--- src/rtl/mem_ctrl_pkg.sv ---
// Shared types and default widths for the result-RAM access controller.
package mem_ctrl_pkg;

    localparam int ADDR_W_DEF = 8;
    localparam int DATA_W_DEF = 64;
    localparam int RES_W_DEF  = 128;

    typedef enum logic [1:0] {
        ST_IDLE  = 2'd0,
        ST_WR_LO = 2'd1,
        ST_WR_HI = 2'd2,
        ST_RD    = 2'd3
    } state_t;

    // Who received the most recent grant; the arbiter favours the other side on a tie.
    typedef enum logic {
        GNT_WR = 1'b0,
        GNT_RD = 1'b1
    } grant_t;

    // Bit positions inside the one-hot grant vector.
    localparam int GNT_IDX_WR = 0;
    localparam int GNT_IDX_RD = 1;

endpackage

--- src/rtl/mem_ctrl_if.sv ---
// Result-write and host-read channels of the controller.
// master = compute core / host side, slave = controller side.
interface mem_ctrl_if
    import mem_ctrl_pkg::*;
#(
    parameter int ADDR_W = ADDR_W_DEF,
    parameter int DATA_W = DATA_W_DEF,
    parameter int RES_W  = RES_W_DEF
);
    logic              res_valid;
    logic [RES_W-1:0]  res_data;
    logic              res_ready;

    logic              rd_valid;
    logic [ADDR_W-1:0] rd_addr;
    logic              rd_ready;
    logic              rd_rvalid;
    logic [DATA_W-1:0] rd_rdata;

    modport master (
        output res_valid, res_data, rd_valid, rd_addr,
        input  res_ready, rd_ready, rd_rvalid, rd_rdata
    );

    modport slave (
        input  res_valid, res_data, rd_valid, rd_addr,
        output res_ready, rd_ready, rd_rvalid, rd_rdata
    );

endinterface

--- src/rtl/mem_ctrl_arb.sv ---
// Two-requester round-robin arbiter (write vs. read) for the shared RAM port.
// Grants only while the controller is idle; a grant is always consumed the same
// edge, so last_grant simply records whichever side was granted.
module mem_ctrl_arb
    import mem_ctrl_pkg::*;
(
    input  logic       clk,
    input  logic       rst,
    input  logic       idle,
    input  logic       req_wr,
    input  logic       req_rd,
    output logic [1:0] gnt
);

    grant_t last_grant;

    // One-hot grant: single requester wins outright, a tie goes to the side not served last.
    always_comb begin
        gnt = '0;
        if (idle) begin
            if (req_wr && req_rd) begin
                if (last_grant == GNT_WR) gnt[GNT_IDX_RD] = 1'b1;
                else                      gnt[GNT_IDX_WR] = 1'b1;
            end else if (req_wr) begin
                gnt[GNT_IDX_WR] = 1'b1;
            end else if (req_rd) begin
                gnt[GNT_IDX_RD] = 1'b1;
            end
        end
    end

    // Remember the side served most recently; starts as write so a read wins the first tie.
    always_ff @(posedge clk or posedge rst) begin
        if (rst) begin
            last_grant <= GNT_WR;
        end else if (gnt[GNT_IDX_WR]) begin
            last_grant <= GNT_WR;
        end else if (gnt[GNT_IDX_RD]) begin
            last_grant <= GNT_RD;
        end
    end

endmodule

--- src/rtl/mem_ctrl.sv ---
// Single-port access controller in front of the 256x64 result RAM.
// Stores each 128-bit result as two words at consecutive addresses and
// services host reads; both share the RAM port under round-robin arbitration.
// Build option MEM_CTRL_WRAP_EN: the result region is a circular buffer and
// full never asserts. Without it, full is sticky once wr_ptr wraps to 0.
//
// state    | meaning
// ---------+--------------------------------------------------
// ST_IDLE  | RAM idle, arbitration open, rd_pend shows read data
// ST_WR_LO | writing low result word at the latched wr_ptr
// ST_WR_HI | writing high result word at wr_ptr+1
// ST_RD    | RAM read strobe for the accepted host address
module mem_ctrl
    import mem_ctrl_pkg::*;
#(
    parameter int ADDR_W = ADDR_W_DEF,
    parameter int DATA_W = DATA_W_DEF,
    parameter int RES_W  = RES_W_DEF
) (
    input  logic              clk,
    input  logic              rst,
    mem_ctrl_if.slave         bus,
    input  logic              clr,
    output logic [ADDR_W-1:0] wr_ptr,
    output logic              full,
    output logic              cen,
    output logic              wen,
    output logic [ADDR_W-1:0] s_addr,
    output logic [DATA_W-1:0] s_din,
    input  logic [DATA_W-1:0] s_dout
);

    state_t            state;
    logic [DATA_W-1:0] res_hi;
    logic              rd_pend;
    logic              req_wr;
    logic              req_rd;
    logic [1:0]        gnt;
    logic [ADDR_W-1:0] ptr_next;

    assign req_wr   = bus.res_valid & ~full & ~clr;
    assign req_rd   = bus.rd_valid;
    assign ptr_next = wr_ptr + ADDR_W'(2);

    mem_ctrl_arb u_arb (
        .clk    (clk),
        .rst    (rst),
        .idle   (state == ST_IDLE),
        .req_wr (req_wr),
        .req_rd (req_rd),
        .gnt    (gnt)
    );

    assign bus.res_ready = gnt[GNT_IDX_WR];
    assign bus.rd_ready  = gnt[GNT_IDX_RD];
    assign bus.rd_rvalid = rd_pend;
    // The RAM already clears its output on non-read edges, so data passes straight through.
    assign bus.rd_rdata  = s_dout;

    // Main sequencer: RAM strobes, address/data registers and the write pointer.
    // The high-word address comes from s_addr rather than wr_ptr so that a clr
    // arriving mid-write cannot redirect the second word.
    always_ff @(posedge clk or posedge rst) begin
        if (rst) begin
            state   <= ST_IDLE;
            cen     <= 1'b0;
            wen     <= 1'b0;
            s_addr  <= '0;
            s_din   <= '0;
            res_hi  <= '0;
            wr_ptr  <= '0;
            rd_pend <= 1'b0;
        end else begin
            rd_pend <= 1'b0;
            case (state)
                ST_IDLE: begin
                    if (gnt[GNT_IDX_WR]) begin
                        state  <= ST_WR_LO;
                        cen    <= 1'b1;
                        wen    <= 1'b1;
                        s_addr <= wr_ptr;
                        s_din  <= bus.res_data[DATA_W-1:0];
                        res_hi <= bus.res_data[RES_W-1:DATA_W];
                    end else if (gnt[GNT_IDX_RD]) begin
                        state  <= ST_RD;
                        cen    <= 1'b1;
                        wen    <= 1'b0;
                        s_addr <= bus.rd_addr;
                    end
                end
                ST_WR_LO: begin
                    state  <= ST_WR_HI;
                    s_addr <= s_addr + ADDR_W'(1);
                    s_din  <= res_hi;
                end
                ST_WR_HI: begin
                    state  <= ST_IDLE;
                    cen    <= 1'b0;
                    wen    <= 1'b0;
                    wr_ptr <= ptr_next;
                end
                ST_RD: begin
                    state   <= ST_IDLE;
                    cen     <= 1'b0;
                    wen     <= 1'b0;
                    rd_pend <= 1'b1;
                end
                default: begin
                    state <= ST_IDLE;
                    cen   <= 1'b0;
                    wen   <= 1'b0;
                end
            endcase
            if (clr) begin
                wr_ptr <= '0;
            end
        end
    end

`ifdef MEM_CTRL_WRAP_EN
    assign full = 1'b0;
`else
    logic full_q;

    // Sticky full: set when the pointer wraps back to 0, cleared only by clr or reset.
    always_ff @(posedge clk or posedge rst) begin
        if (rst) begin
            full_q <= 1'b0;
        end else if (clr) begin
            full_q <= 1'b0;
        end else if (state == ST_WR_HI && ptr_next == '0) begin
            full_q <= 1'b1;
        end
    end

    assign full = full_q;
`endif

endmodule

--- src/flat_wrapper.sv ---
// flat-port wrapper written by rule: the top's interface ports become plain ports
module mem_ctrl_flat import mem_ctrl_pkg::*;
#(
    parameter int ADDR_W = ADDR_W_DEF,
    parameter int DATA_W = DATA_W_DEF,
    parameter int RES_W  = RES_W_DEF
)
  (clk, rst, clr, wr_ptr, full, cen, wen, s_addr, s_din, s_dout, bus_res_valid, bus_res_data, bus_rd_valid, bus_rd_addr, bus_res_ready, bus_rd_ready, bus_rd_rvalid, bus_rd_rdata);
  mem_ctrl_if #(.ADDR_W(ADDR_W), .DATA_W(DATA_W), .RES_W(RES_W)) bus_i ();
  input  logic clk;
  input  logic rst;
  input  logic clr;
  output logic [ADDR_W-1:0] wr_ptr;
  output logic full;
  output logic cen;
  output logic wen;
  output logic [ADDR_W-1:0] s_addr;
  output logic [DATA_W-1:0] s_din;
  input  logic [DATA_W-1:0] s_dout;
  input wire logic [$bits(bus_i.res_valid)-1:0] bus_res_valid;
  input wire logic [$bits(bus_i.res_data)-1:0] bus_res_data;
  input wire logic [$bits(bus_i.rd_valid)-1:0] bus_rd_valid;
  input wire logic [$bits(bus_i.rd_addr)-1:0] bus_rd_addr;
  output wire logic [$bits(bus_i.res_ready)-1:0] bus_res_ready;
  output wire logic [$bits(bus_i.rd_ready)-1:0] bus_rd_ready;
  output wire logic [$bits(bus_i.rd_rvalid)-1:0] bus_rd_rvalid;
  output wire logic [$bits(bus_i.rd_rdata)-1:0] bus_rd_rdata;
  assign bus_i.res_valid = bus_res_valid;
  assign bus_i.res_data = bus_res_data;
  assign bus_i.rd_valid = bus_rd_valid;
  assign bus_i.rd_addr = bus_rd_addr;
  assign bus_res_ready = bus_i.res_ready;
  assign bus_rd_ready = bus_i.rd_ready;
  assign bus_rd_rvalid = bus_i.rd_rvalid;
  assign bus_rd_rdata = bus_i.rd_rdata;
  mem_ctrl #(.ADDR_W(ADDR_W), .DATA_W(DATA_W), .RES_W(RES_W)) u_core (.clk(clk), .rst(rst), .bus(bus_i), .clr(clr), .wr_ptr(wr_ptr), .full(full), .cen(cen), .wen(wen), .s_addr(s_addr), .s_din(s_din), .s_dout(s_dout));
endmodule
--- config.mk ---
export PLATFORM = sky130hd
export DESIGN_NAME = mem_ctrl_flat
export DESIGN_NICKNAME = d
export VERILOG_FILES = /design/src/rtl/mem_ctrl_pkg.sv /design/src/rtl/mem_ctrl_if.sv /design/src/rtl/mem_ctrl_arb.sv /design/src/rtl/mem_ctrl.sv /design/src/flat_wrapper.sv
export SDC_FILE = /design/constraint.sdc
export NUM_CORES = 1
export LEC_CHECK = 0
export ABC_AREA = 1
export CAP_MARGIN = 20
export CORE_MARGIN = 10
export CORE_UTILIZATION = 25
export CTS_BUF_LIST = sky130_fd_sc_hd__clkbuf_16
export DETAILED_ROUTE_END_ITERATION = 10
export PLACE_DENSITY_LB_ADDON = 0.05
export SYNTH_ARGS = -nofsm -noshare
export SYNTH_HDL_FRONTEND = slang
export SYNTH_SLANG_ARGS = --single-unit
--- constraint.sdc ---
create_clock -name clk -period 6.1 [get_ports clk]
set_input_delay 1.83 -clock clk [delete_from_list [all_inputs] [get_ports clk]]
set_output_delay 1.83 -clock clk [all_outputs]
set_load 0.05 [all_outputs]
Word-level counts from Yosys, hierarchy flattened
Cells that the tools add are included.
- add/sub/neg operators: 2
- $mul: 0
- div/mod/pow operators: 0
- magnitude comparators: 0
- eq/ne operators: 5
- shift-type cells: 0
- multiplexer cells: 27
- bitwise gates (word level): 4
- reductions and logical operators: 14
- operator list (kind ; count):
    64-bit case mux with 2 select lines ; 1
    64-bit 2-to-1 mux ; 1
    8-bit 2-to-1 mux ; 4
    8-bit case mux with 2 select lines ; 1
    1-bit 2-to-1 mux ; 13
    2-bit nonzero test ; 5
    8-bit by 1-bit adder with 8-bit output (second input constant) ; 1
    8-bit by 2-bit adder with 8-bit output (second input constant) ; 1
    8-bit zero test ; 1
    2-bit 2-to-1 mux ; 4
    2-bit AND reduction ; 4
    2-bit case mux with 3 select lines ; 1
    2-bit equality test (second input constant) ; 2
    1-bit case mux with 2 select lines ; 2
    3-bit by 1-bit inequality test with 1-bit output (second input constant) ; 1
    1-bit bitwise AND ; 2
    2-bit by 1-bit equality test with 1-bit output (second input constant) ; 1
    1-bit logical AND ; 2
    2-bit zero test ; 1
    2-bit by 1-bit inequality test with 1-bit output (second input constant) ; 1
    1-bit inverter ; 2
    2-bit OR reduction ; 1
- flip-flop bits (word level): 151
- bits in latches: 0
- RAM bits: 0
- bits in read-only memories: 0
- output and inout port bits: 150
- memories: 0

Logic depth before layout (Yosys ltp)
Gate-level depths: netlist of run 1.
- depth after elaboration: 9
- depth in mapped cells: 11

By module
A second synthesis of run 1 with hierarchy kept.
- cells, all modules: 856
- area total of the unflattened synthesis: 7070.5 um^2
- by module, submodules not included (module ; times used ; cells an instance ; area each (um^2)):
    mem_ctrl ; 1 ; 843 ; 6994.2
    mem_ctrl_arb ; 1 ; 13 ; 76.3

Worst setup path after synthesis of run 1
No wires, ideal clock.
- path type: in2out
- from: in bus_res_valid
- to: out bus_res_ready
- arrival time: 2.606 ns
- required time: 4.270 ns
- path slack: 1.664 ns
- stages on the path: 6
- path buffers: 2
- cells stage by stage: nand2_1 > nor2_2 > nand3_2 > inv_2 > buf_4 > buf_4
- longest elaborated chain between the ends: 5
- elaborated cells on any way between the ends: 6
- RTL lines (element ; RTL line ; RTL):
    from (decl) ; flat_wrapper.sv:20 ; input wire logic [$bits(bus_i.res_valid)-1:0] bus_res_valid;
    1-bit bitwise AND (*) (2 in series) ; mem_ctrl.sv:41 ; assign req_wr = bus.res_valid & ~full & ~clr;
    1-bit 2-to-1 mux or 1-bit logical AND (tied branches) ; mem_ctrl_arb.sv:24, mem_ctrl_arb.sv:21 ;
    2-bit 2-to-1 mux (*) ; mem_ctrl_arb.sv:21 ; if (req_wr && req_rd) begin
    2-bit 2-to-1 mux (*) ; mem_ctrl_arb.sv:20 ; if (idle) begin
    to (decl) ; flat_wrapper.sv:24 ; output wire logic [$bits(bus_i.res_ready)-1:0] bus_res_ready;
Every way passes the cells marked *; elsewhere a longest branch is shown, timed or not.

Final worst setup path of run 1
- from: in clr
- to: out bus_rd_ready
- longest elaborated chain between the ends: 5
- elaborated cells on any way between the ends: 6
- RTL lines (element ; RTL line ; RTL):
    from (decl) ; flat_wrapper.sv:12 ; input logic clr;
    1-bit inverter (*) ; mem_ctrl.sv:41 ;
    1-bit bitwise AND (*) ; mem_ctrl.sv:41 ;
    1-bit 2-to-1 mux or 1-bit logical AND (tied branches) ; mem_ctrl_arb.sv:24, mem_ctrl_arb.sv:21 ;
    2-bit 2-to-1 mux (*) ; mem_ctrl_arb.sv:21 ;
    2-bit 2-to-1 mux (*) ; mem_ctrl_arb.sv:20 ;
    to (decl) ; flat_wrapper.sv:25 ; output wire logic [$bits(bus_i.rd_ready)-1:0] bus_rd_ready;
Marks and branches as above.

==> results of run 1 <==
## stage by stage
stage,util (%),setup WS (ps),total power [mW],hold WS (ps),cell area (um2)
5_1_grt,35.1,591,5.57,496,9710
4_1_cts,35.1,739,5.31,482,9710
6_report,35.1,740,5.20,477,9710
2_1_floorplan,-,234,3.38,449,6980
3_5_place_dp,32.8,741,4.13,465,9080
3_3_place_gp,32.8,768,4.12,463,9080
## path summary, 6_finish.rpt
path	start	depth (start not counted)	slack, ps	end
worst max-delay path	clr	6	740	bus_rd_ready
worst min-delay path	u_core.res_hi[12]$_DFFE_PP0P_	2	480	u_core.res_hi[12]$_DFFE_PP0P_
worst max register to register	u_core.state[1]$_DFFE_PP0P_	8	3370	u_core.s_din[28]$_DFFE_PP0P_
worst min register to register	u_core.res_hi[12]$_DFFE_PP0P_	2	480	u_core.res_hi[12]$_DFFE_PP0P_
max in group asynchronous	rst	3	3270	u_core.res_hi[56]$_DFFE_PP0P_
min in group asynchronous	rst	2	1960	u_core.s_din[38]$_DFFE_PP0P_
## per-layer routing
layer | up-vias | part of all wire (%) | GRT usage (%)
met4 | 6 | 1.6 | 3.78
met1 | 2653 | 44 | 15.8
met2 | 146 | 46 | 20.2
li1 | 2911 | - | -
met3 | 36 | 8.4 | 5.43
met5 | - | 0.17 | 0
## final cells by class
type                    count  area [um2]  area share (%)
flip-flops and latches    150        3750            38.6
well taps                 378         473            4.87
repair buffers            231        2330            24.0
clock buffers              17         425            4.38
inverters                  33         131            1.35
multi-input cells         580        2390            24.7
clock inverters            14         201            2.07
## worst register-to-register path: cells and delay by family, from the launching register on
| kind | cells | cell delay (ps) |
|---|---|---|
| buffers and inverters | 4 | 840 |
| and+or+nand+nor | 4 | 1410 |
| DFF | 1 | 420 |
## registers in the layout (all words and copies together) (netlist names)
name / cells
u_core.state: 2
u_core.wen: 1
u_core.s_addr: 8
u_core.cen: 1
u_core.res_hi: 64
u_core.s_din: 64
u_core.wr_ptr: 7
u_core.full: 1
u_core.bus.rd_rvalid: 1
u_core.u_arb.last_grant: 1
## power groups by stage
stage	combinational (mW)	clock [mW]	sequential (mW)
after floorplan	0.954	0	2.43
after global placement	2.43	0	1.69
after detailed placement	2.43	0	1.69
after CTS	2.44	1.19	1.68
after global routing	2.60	1.23	1.74
final	2.37	1.14	1.68
## cell usage in the layout (no fill, tap or decap)
| cell | instances |
|---|---|
| sky130_fd_sc_hd__a21oi_1 | 7 |
| sky130_fd_sc_hd__a31oi_1 | 2 |
| sky130_fd_sc_hd__buf_12 | 3 |
| sky130_fd_sc_hd__buf_4 | 4 |
| sky130_fd_sc_hd__bufinv_16 | 4 |
| sky130_fd_sc_hd__clkbuf_16 | 17 |
| sky130_fd_sc_hd__clkdlybuf4s50_1 | 224 |
| sky130_fd_sc_hd__clkinv_4 | 2 |
| sky130_fd_sc_hd__clkinvlp_4 | 3 |
| sky130_fd_sc_hd__conb_1 | 1 |
| sky130_fd_sc_hd__dfrtp_1 | 150 |
| sky130_fd_sc_hd__ha_1 | 2 |
| sky130_fd_sc_hd__inv_1 | 29 |
| sky130_fd_sc_hd__inv_2 | 3 |
| sky130_fd_sc_hd__inv_4 | 1 |
| sky130_fd_sc_hd__inv_6 | 4 |
| sky130_fd_sc_hd__inv_8 | 1 |
| sky130_fd_sc_hd__nand2_1 | 440 |
| sky130_fd_sc_hd__nand3_1 | 82 |
| sky130_fd_sc_hd__nand3_4 | 1 |
| sky130_fd_sc_hd__nand4_1 | 2 |
| sky130_fd_sc_hd__nor2_1 | 15 |
| sky130_fd_sc_hd__nor2_2 | 1 |
| sky130_fd_sc_hd__nor2_4 | 2 |
| sky130_fd_sc_hd__nor3_1 | 1 |
| sky130_fd_sc_hd__o21ai_0 | 14 |
| sky130_fd_sc_hd__o21ai_1 | 3 |
| sky130_fd_sc_hd__o22ai_1 | 3 |
| sky130_fd_sc_hd__or2_2 | 1 |
| sky130_fd_sc_hd__xor2_1 | 3 |
## cell families after synthesis
family                   Yosys count
AO/OA/AOI/OAI                     29
other                              1
adder cells (fa/ha/maj)            2
buffers and inverters            135
XOR/XNOR                           3
AND/OR/NAND/NOR                  545
flip-flops                       150
==> Flow_metrics.wiki, run 1 <==
{| class="wikitable"
! Metric !! Value
|-
| Layout Area Growth over Synthesis || 39.1%
|-
| Clock Skew || 12.0 ps
|-
| Top cell types by occurrence after synthesis || sky130_fd_sc_hd__nand2_1, sky130_fd_sc_hd__dfrtp_1, sky130_fd_sc_hd__nand3_1
|-
| Status || complete, no violations
|-
| Share of synthesized registers carrying an async set or reset || 100%
|-
| Count of mapped cells out of synthesis || 865
|-
| Worst-path maximum fanout || 4
|-
| Worst EP arrival || 3530 ps
|-
| Mean number of vias per cell || 4.10
|-
| Detailed-router iteration count before antenna repair || 4
|-
| Sequential element share of the synthesized area || 53.7%
|-
| Clock H-tree levels || 4
|-
| Flop pwr share || 32.3%
|-
| Clock tree from TritonCTS || done
|-
| Die width || 187 um
|-
| EDFF count, synth || 0
|-
| Global Route Usage Sum || 12.9%
|-
| Synth Area in Compound Gates || 2.17%
|-
| Leak pwr || 4.58 nW
|-
| Count of input and output buffers || 225
|-
| DIE HEIGHT || 187 um
|-
| Startpoint types || input port
|-
| Root Buffer || sky130_fd_sc_hd__clkbuf_16
|-
| Synth Area in Simple Gates || 31.2%
|-
| Setup repair after global routing missed its margin || false
|-
| IR Drop Worst-Case VDD || 0.175 mV
|-
| Half-perimeter wire length after placement || 15300 um
|-
| Cell types with the largest area share after synthesis || sky130_fd_sc_hd__dfrtp_1, sky130_fd_sc_hd__nand2_1, sky130_fd_sc_hd__buf_4
|-
| Worst setup EP type || output port
|-
| Final worst path period share || 87.9%
|-
| Critical Path, Cell by Cell || clkdlybuf4s50_1 > inv_1 > nand3_1 > o21ai_0 > inv_1 > clkdlybuf4s50_1
|-
| Remaining max-slew budget at the tightest pin || 34.7%
|-
| Switching part of the total power || 44.3%
|-
| Top-area cell type share of the netlist area || 53.7%
|-
| Largest net degree at the start of global routing || 92
|-
| Number of cell rows || 61
|-
| Starting DRC count in detailed routing || 279
|-
| Later-pin clock latency in the skew report || 420 ps
|-
| Min cycle time layout || 5360 ps
|-
| Synthesized area || 0.00698 mm2
|-
| Most used standard cell by instance count after synthesis || sky130_fd_sc_hd__nand2_1
|-
| Mux contribution to synthesized area || 0%
|-
| Cell family contributing the most delay on the critical path || buffers and inverters
|-
| Final Routed Wirelength || 22900 um
|-
| Pint || 2.90 mW
|-
| Clock-pin slew reported for the worst setup and hold paths after clock tree synthesis || 60 ps
|-
| Flop and latch count out of synthesis || 150
|-
| Average routed wire per standard cell || 16.3 um
|-
| Power density over the cells || 535 mW/mm2
|-
| Io pins || 355
|-
| Placed cells || 1372
|-
| Data required time at the worst endpoint || 4270 ps
|-
| Hold buffer count at CTS || 0
|-
| CP bufs+invs || 4
|-
| Number of instances resized during post-cts repair || 0
|-
| Setup fix buffers added after clock tree synthesis || 0
|-
| Yosys top cell by area || sky130_fd_sc_hd__dfrtp_1
|-
| Diode count || 0
|-
| Final Max Tran Viols || 0
|-
| TritonCTS Sinks || 150
|-
| Non-filler cells, final || 1403
|-
| Setup-failing EPs final || 0
|-
| Synth warn || 0
|-
| Largest family of logic cells by synthesized area || simple AND/OR/NAND/NOR gates
|-
| CTS Buf Count || 17
|-
| Sum of negative setup slack || 0 ps
|-
| Critical-path top delay cell || sky130_fd_sc_hd__clkdlybuf4s50_1
|-
| Layout Nets || 1220
|-
| WS Path Type || in2out
|-
| First-pass GRT wire length || 35800 um
|-
| Grt ovf || 0
|-
| Net Count, Synth || 1072
|-
| Stage delay of the slowest cell on the critical path || 790 ps
|-
| Primary FF master, synth || sky130_fd_sc_hd__dfrtp_1
|-
| DRC violations left || 0
|-
| Fraction of layout cells with a size suffix above 1 || 4.59%
|-
| Initial antenna violation count || 3
|-
| Slew at the pin closest to its max-slew limit || 977 ps
|-
| Via count || 5752
|-
| Psw || 2.30 mW
|-
| Fraction of synthesized cell area in xor and xnor cells || 0.376%
|-
| Post-Synth Adder-Cell Area || 0.358%
|-
| Clk network pwr share || 22.0%
|-
| Fill cells || 2950
|-
| Combinational Power Share || 45.7%
|-
| Count of final hold-check violations || 0
|-
| Number of nets with antenna violations after routing || 0
|-
| Die Footprint || 0.0350 mm2
|-
| Class of the worst hold path || reg2reg
|-
| Maximum Capacitance Violations || 0
|-
| Achievable clock frequency || 187 MHz
|-
| Core Area || 0.0277 mm2
|-
| Vias in the first global route || 6028
|-
| Synthesized area per cell || 8.07 um2
|-
| Initial cell density of the core || 25.2%
|-
| Distinct cells, synth || 24
|-
| Max Root-Sink Buffers || 2
|-
| Final weighted congestion of routability-driven global placement || 0.749
|}
(Power assumes the default switching activity.)
==> inputs of run 2 (changes only) <==
--- a/config.mk
+++ b/config.mk
@@ -11,6 +11,7 @@
 export CORE_UTILIZATION = 25
 export CTS_BUF_LIST = sky130_fd_sc_hd__clkbuf_16
 export DETAILED_ROUTE_END_ITERATION = 10
+export GPL_ROUTABILITY_DRIVEN = 0
 export PLACE_DENSITY_LB_ADDON = 0.05
 export SYNTH_ARGS = -nofsm -noshare
 export SYNTH_HDL_FRONTEND = slang
==> results of run 2 <==
The final DEF is identical to that of run 1; final timing and power are the same.
==> inputs of run 3 (changes only) <==
--- a/config.mk
+++ b/config.mk
@@ -6,13 +6,15 @@
 export NUM_CORES = 1
 export LEC_CHECK = 0
 export ABC_AREA = 1
-export CAP_MARGIN = 20
+export CAP_MARGIN = 30
 export CORE_MARGIN = 10
 export CORE_UTILIZATION = 25
 export CTS_BUF_LIST = sky130_fd_sc_hd__clkbuf_16
 export DETAILED_ROUTE_END_ITERATION = 10
 export GPL_ROUTABILITY_DRIVEN = 0
 export PLACE_DENSITY_LB_ADDON = 0.05
+export SKIP_CTS_REPAIR_TIMING = 1
 export SYNTH_ARGS = -nofsm -noshare
 export SYNTH_HDL_FRONTEND = slang
 export SYNTH_SLANG_ARGS = --single-unit
+export TNS_END_PERCENT = 10
==> run 3 against run 2 <==
Clock skew is essentially flat. Critical path depth is the same. Count of clock-buffer cells in the layout is the same. Sequential share of layout area about the same. Critical endpoint unchanged.
==> Flow_metrics.wiki, run 3 (synthesized netlist as in run 1, its figures left out) <==
{| class="wikitable"
! Metric !! Value
|-
| Status || complete, no violations
|-
| Top Usage Layer GRT || met2
|-
| TritonCTS Sinks || 150 (unchanged)
|-
| Number of instances on the worst hold path || 2 (unchanged)
|-
| Initial cell density of the core || 25.2% (unchanged)
|-
| Count of input and output buffers || 225 (unchanged)
|-
| Half-perimeter wire length after placement || 15600 um (+1.8%)
|-
| Commonest non-fill, non-tap cell in the layout || sky130_fd_sc_hd__nand2_1
|-
| Non-filler cells, final || 1408 (+0.36%)
|-
| Largest net degree at the start of global routing || 92 (unchanged)
|-
| Starting DRC count in detailed routing || 301 (+7.9%)
|-
| Count of final hold-check violations || 0 (unchanged)
|-
| Io pins || 355 (unchanged)
|-
| CTS Buf Count || 17 (unchanged)
|-
| Mean number of vias per cell || 4.10 (about the same)
|-
| Via count || 5778 (+0.45%)
|-
| Worst EP arrival || 3510 ps (-20 ps)
|-
| Met2 track utilization from global routing || 20.8% (+0.62 points)
|-
| Grt ovf || 0 (unchanged)
|-
| Final worst path period share || 87.6% (-0.26 points)
|-
| Worst setup EP type || output port
|-
| Class of the worst hold path || reg2reg
|-
| Total power || 5.08 mW (-2.4%)
|-
| Worst flop-to-flop path endpoint || u_core.s_din[28]$_DFFE_PP0P_
|-
| Data required time at the worst endpoint || 4270 ps (about the same)
|-
| Power density over the cells || 523 mW/mm2 (-2.3%)
|-
| Fill cells || 2938 (-0.41%)
|-
| IR Drop Worst-Case VDD || 0.161 mV (-8.2%)
|-
| Cell family contributing the most delay on the critical path || buffers and inverters
|-
| Stage delay of the slowest cell on the critical path || 790 ps (about the same)
|-
| Core Area || 0.0277 mm2 (unchanged)
|-
| Registers with the most flip-flops || u_core.res_hi: 64 flops, u_core.s_din: 64 flops, u_core.s_addr: 8 flops
|-
| Vias in the first global route || 6234 (+3.4%)
|-
| Critical Path, Cell by Cell || clkdlybuf4s50_1 > inv_1 > nand3_1 > o21ai_0 > inv_1 > clkdlybuf4s50_1
|-
| Setup-failing EPs final || 0 (unchanged)
|-
| Final Routed Wirelength || 22900 um (about the same)
|-
| Clock Skew || 12.1 ps (+0.141 ps)
|-
| Layout Area Growth over Synthesis || 39.0% (about the same)
|-
| Layout Nets || 1223 (+0.25%)
|-
| Slack of the critical path || 756 ps (+15.8 ps)
|-
| DRC violations left || 0 (unchanged)
|-
| Startpoint types || input port
|-
| Average routed wire per standard cell || 16.3 um (-0.44%)
|-
| Min-delay src || u_core.res_hi[33]$_DFFE_PP0P_
|-
| Leak pwr || 4.59 nW (+0.13%)
|-
| Met3 routing resource usage after global routing || 5.15% (-0.28 points)
|-
| Setup repair after global routing missed its margin || false
|-
| Clock-pin slew reported for the worst setup and hold paths after clock tree synthesis || 60 ps (about the same)
|-
| CP bufs+invs || 4 (unchanged)
|-
| Remaining max-slew budget at the tightest pin || 36.8% (+2.1 points)
|-
| Global Route Usage Sum || 13.1% (+0.19 points)
|-
| Worst Hold Endpoint || u_core.res_hi[33]$_DFFE_PP0P_
|-
| R2r worst-path depth || 9 (+1)
|-
| Depth of the critical timing path with buffers and inverters included || 6 (unchanged)
|-
| Fraction of layout cells with a size suffix above 1 || 4.86% (+0.27 points)
|-
| Pre-CTS setup slack || 757 ps (+15.3 ps)
|-
| Slew at the pin closest to its max-slew limit || 947 ps (-29.4 ps)
|-
| Die width || 187 um (unchanged)
|-
| Core occupancy in the finished layout || 35.0% (about the same)
|-
| Clock tree from TritonCTS || done
|-
| Reg2reg start || u_core.state[1]$_DFFE_PP0P_
|-
| Sum of negative setup slack || 0 ps (unchanged)
|-
| Later-pin clock latency in the skew report || 420 ps (about the same)
|-
| Achievable clock frequency || 187 MHz (+0.30%)
|-
| Worst-path maximum fanout || 4 (unchanged)
|-
| Root Buffer || sky130_fd_sc_hd__clkbuf_16
|-
| Critical-path top delay cell || sky130_fd_sc_hd__clkdlybuf4s50_1
|-
| Commonest cells after routing, fill and taps aside || sky130_fd_sc_hd__nand2_1, sky130_fd_sc_hd__clkdlybuf4s50_1, sky130_fd_sc_hd__dfrtp_1
|-
| WS Path Type || in2out
|-
| Detailed-router iteration count before antenna repair || 4 (unchanged)
|-
| Reg-to-reg slack, setup || 3520 ps (+150 ps)
|-
| Min cycle time layout || 5340 ps (-15.8 ps)
|-
| Die Footprint || 0.0350 mm2 (unchanged)
|-
| Maximum Capacitance Violations || 0 (unchanged)
|-
| Clock H-tree levels || 4 (unchanged)
|-
| First-pass GRT wire length || 36400 um (+1.7%)
|-
| Number of cell rows || 61 (unchanged)
|-
| DIE HEIGHT || 187 um (unchanged)
|-
| M1 GR Usage || 16.0% (+0.20 points)
|-
| Final Max Tran Viols || 0 (unchanged)
|-
| Max Root-Sink Buffers || 2 (unchanged)
|-
| Initial antenna violation count || 5 (+2)
|-
| Number of nets with antenna violations after routing || 0 (unchanged)
|-
| Placed cells || 1374 (+0.15%)
|}
-- run 3: cell types whose count changed in the layout (fill, tap and decap cells not counted) --
cell,before,now
sky130_fd_sc_hd__bufinv_16,4,0
sky130_fd_sc_hd__buf_16,0,2
sky130_fd_sc_hd__inv_6,4,6
sky130_fd_sc_hd__buf_12,3,4
sky130_fd_sc_hd__clkinv_2,0,1
sky130_fd_sc_hd__clkinv_4,2,3
sky130_fd_sc_hd__clkinvlp_4,3,2
sky130_fd_sc_hd__diode_2,0,1
sky130_fd_sc_hd__inv_1,29,30
sky130_fd_sc_hd__inv_8,1,2
-- run 3: worst reg2reg max path: stages, from the launching register on --
cell,delay (ps)
sky130_fd_sc_hd__dfrtp_1,420
sky130_fd_sc_hd__inv_1,100
sky130_fd_sc_hd__nand2_1,280
sky130_fd_sc_hd__inv_2,110
sky130_fd_sc_hd__buf_4,700
sky130_fd_sc_hd__nor2_4,270
sky130_fd_sc_hd__buf_16,250
sky130_fd_sc_hd__buf_12,190
sky130_fd_sc_hd__nand2_1,90
sky130_fd_sc_hd__nand3_1,60
-- run 3: where the power goes --
| part | switching, mW | internal [mW] | total [mW] |
|---|---|---|---|
| logic | 1.60 | 0.803 | 2.40 |
| registers | 0.251 | 1.43 | 1.68 |
| clock network | 0.466 | 0.531 | 0.997 |
-- run 3: per-layer routing --
| metal | routed length, um | share of wire [%] |
|---|---|---|
| met3 | 1760 | 7.7 |
| met4 | 367 | 1.6 |
| met2 | 10600 | 46 |
| met5 | 54 | 0.24 |
| met1 | 10100 | 44 |
-- run 3: cell type report --
class	instances	area (um2)	share of cell area, %
Clock inverter	15	120	1.24
Multi-Input combinational cell	580	2390	24.7
Timing Repair Buffer	234	2410	24.8
Tap cell	378	473	4.87
Inverter	33	131	1.35
Sequential cell	150	3750	38.7
Clock buffer	17	425	4.38
Antenna cell	1	2.50	0.0258
-- run 3: how the worst max path moves through the flow --
stage	slack [ps]	start	to
after floorplan	230	rst	u_core.bus.rd_rvalid$_DFF_PP0_
after global placement	770	clr	bus_rd_ready
after detailed placement	760	clr	bus_rd_ready
after CTS	750	clr	bus_rd_ready
after global routing	600	clr	bus_rd_ready
final	760	clr	bus_rd_ready
-- run 3: per-stage QoR --
step / cell area (um2) / hold WS (ps)
after floorplan: 6980 / 449
after global placement: 9080 / 463
after detailed placement: 9130 / 465
after CTS: 9680 / 483
after global routing: 9710 / 493
final: 9710 / 478
==> RTL edit: new RTL, flow settings as in run 2 <==
Encoding of `state_t`: now Gray code (2 bits for 4 states).
--- a/src/rtl/mem_ctrl_pkg.sv
+++ b/src/rtl/mem_ctrl_pkg.sv
@@ -6,10 +6,10 @@
     localparam int RES_W_DEF  = 128;
 
     typedef enum logic [1:0] {
-        ST_IDLE  = 2'd0,
-        ST_WR_LO = 2'd1,
-        ST_WR_HI = 2'd2,
-        ST_RD    = 2'd3
+        ST_IDLE  = 2'b00,
+        ST_WR_LO = 2'b01,
+        ST_WR_HI = 2'b11,
+        ST_RD    = 2'b10
     } state_t;
 
     // Who received the most recent grant; the arbiter favours the other side on a tie.
Behaviour: no difference found for any inputs over 4 cycles, from zero or initial values and one cycle with rst high; so few cycles prove little.
==> RTL edit against run 2 <==
Clock power is 8% lower; sequential cell count did not move; total power is 1.1% lower; synthesized area hardly changed; count of clock-buffer cells in the layout did not move; worst setup slack lost 160 ps; cell area fell by 0.68%; wire length is 4.8% higher; critical path type unchanged.
==> RTL edit: results <==
synth:
  synthesis.nets: 1068
  synth_async_sr_flop_share: 1.00
  synth_top_cell_by_area: "dfrtp_1"
  ys_seq_area_frac: 0.537
  synth_cell_types: 27
  synth_area_leaders: "dfrtp_1, nand2_1, buf_4"
  yosys-top-cells-count: "nand2_1, dfrtp_1, nand3_1, buf_4, inv_1"
  synth_ff_type: "dfrtp_1"
routing:
  firstDrtPassIters: 4
  drt_iter0_drc: 317
  drt-total-wl_um: 24000
  vias: 5828
cells_and_area:
  fin_nets: 1216
  drive_above_1_share: 0.0479
timing:
  final.setup_skew_ps: 15.2
  worstMarginPinSlew_ps: 968
cts:
  clockBufferDepth: 2
  ctsResizeCount: 0
  cts_root_buf: "clkbuf_16"
run_status:
  status: "finished, final reports clean"
placement:
  dp_hpwl_um: 16000
  io_buffers: 225
grt:
  grt_max_degree: 98
  antenna_found_initial: 5
  track_usage: 0.136
  grt_pass1_vias: 6129
  grt_pass1_wl_um: 37600
worst_hold_path:
  hold_class: "reg2reg"
setup_path:
  max_stage_delay_ps: 720
  critPathArrivalTime_ps: 3690
  worst-path-max-fanout: 4
power:
  ir_drop_uv: 175
  leakage_uw: 0.00454
==> RTL edit: area by class of cell <==
| cell class | instances | area, um^2 |
|---|---|---|
| Clock buffer | 17 | 425 |
| Timing Repair Buffer | 232 | 2310 |
| Multi-Input combinational cell | 573 | 2390 |
| Sequential cell | 150 | 3750 |
| Fill cell | 2959 | 18100 |
| Antenna cell | 3 | 7.51 |
| Clock inverter | 15 | 144 |
| Inverter | 35 | 139 |
| Tap cell | 378 | 473 |
==> RTL edit: metal layers <==
layer / up-vias / wire (um) / share of wire / global-route usage
met5: - / 23 / 0.00096 / 0
met4: 4 / 335 / 0.014 / 0.0335
met3: 56 / 1990 / 0.083 / 0.0602
met2: 170 / 11200 / 0.46 / 0.216
met1: 2684 / 10500 / 0.44 / 0.163
li1: 2914 / - / - / -
==> RTL edit: per-stage QoR <==
step,area [um^2],util,std cells,setup slack [ps]
after detailed placement,9070,0.327,1368,585
after floorplan,6990,-,861,234
after CTS,9640,0.348,1400,581
after global routing,9640,0.348,1400,390
after global placement,9070,0.327,1368,577
final,9650,0.348,1403,578
==> RTL edit: logic make-up after synthesis <==
| family | synth area share |
|---|---|
| XOR/XNOR | 0.00376 |
| adder cells (fa/ha/maj) | 0.00358 |
| other | 0.000537 |
| AO/OA/AOI/OAI | 0.0242 |
| buffers and inverters | 0.121 |
| flip-flops | 0.537 |
| AND/OR/NAND/NOR | 0.309 |
==> RTL edit: power breakdown <==
| part | switching (uW) | internal [uW] | total (uW) |
|---|---|---|---|
| Sequential | 256 | 1440 | 1690 |
| Combinational | 1620 | 779 | 2400 |
| Clock | 476 | 572 | 1050 |
| Total | 2350 | 2790 | 5140 |
==> RTL edit: path summary, 6_finish.rpt <==
path	slack [ps]	endpoint	depth (start not counted)	startpoint
max	580	bus_rd_ready	6	clr
min	480	u_core.res_hi[3]	2	u_core.res_hi[3]
max reg2reg	3400	u_core.s_addr[7]	10	u_core.state[0]
min reg2reg	480	u_core.res_hi[3]	2	u_core.res_hi[3]
max in group asynchronous	3060	u_core.res_hi[25]	3	rst
min in group asynchronous	2020	u_core.s_din[38]	2	rst
==> RTL edit: critical path: cells and delay by family <==
family          cells  cell delay [ps]
compound gates      1              400
buf+inv             4             1350
simple gates        1              100
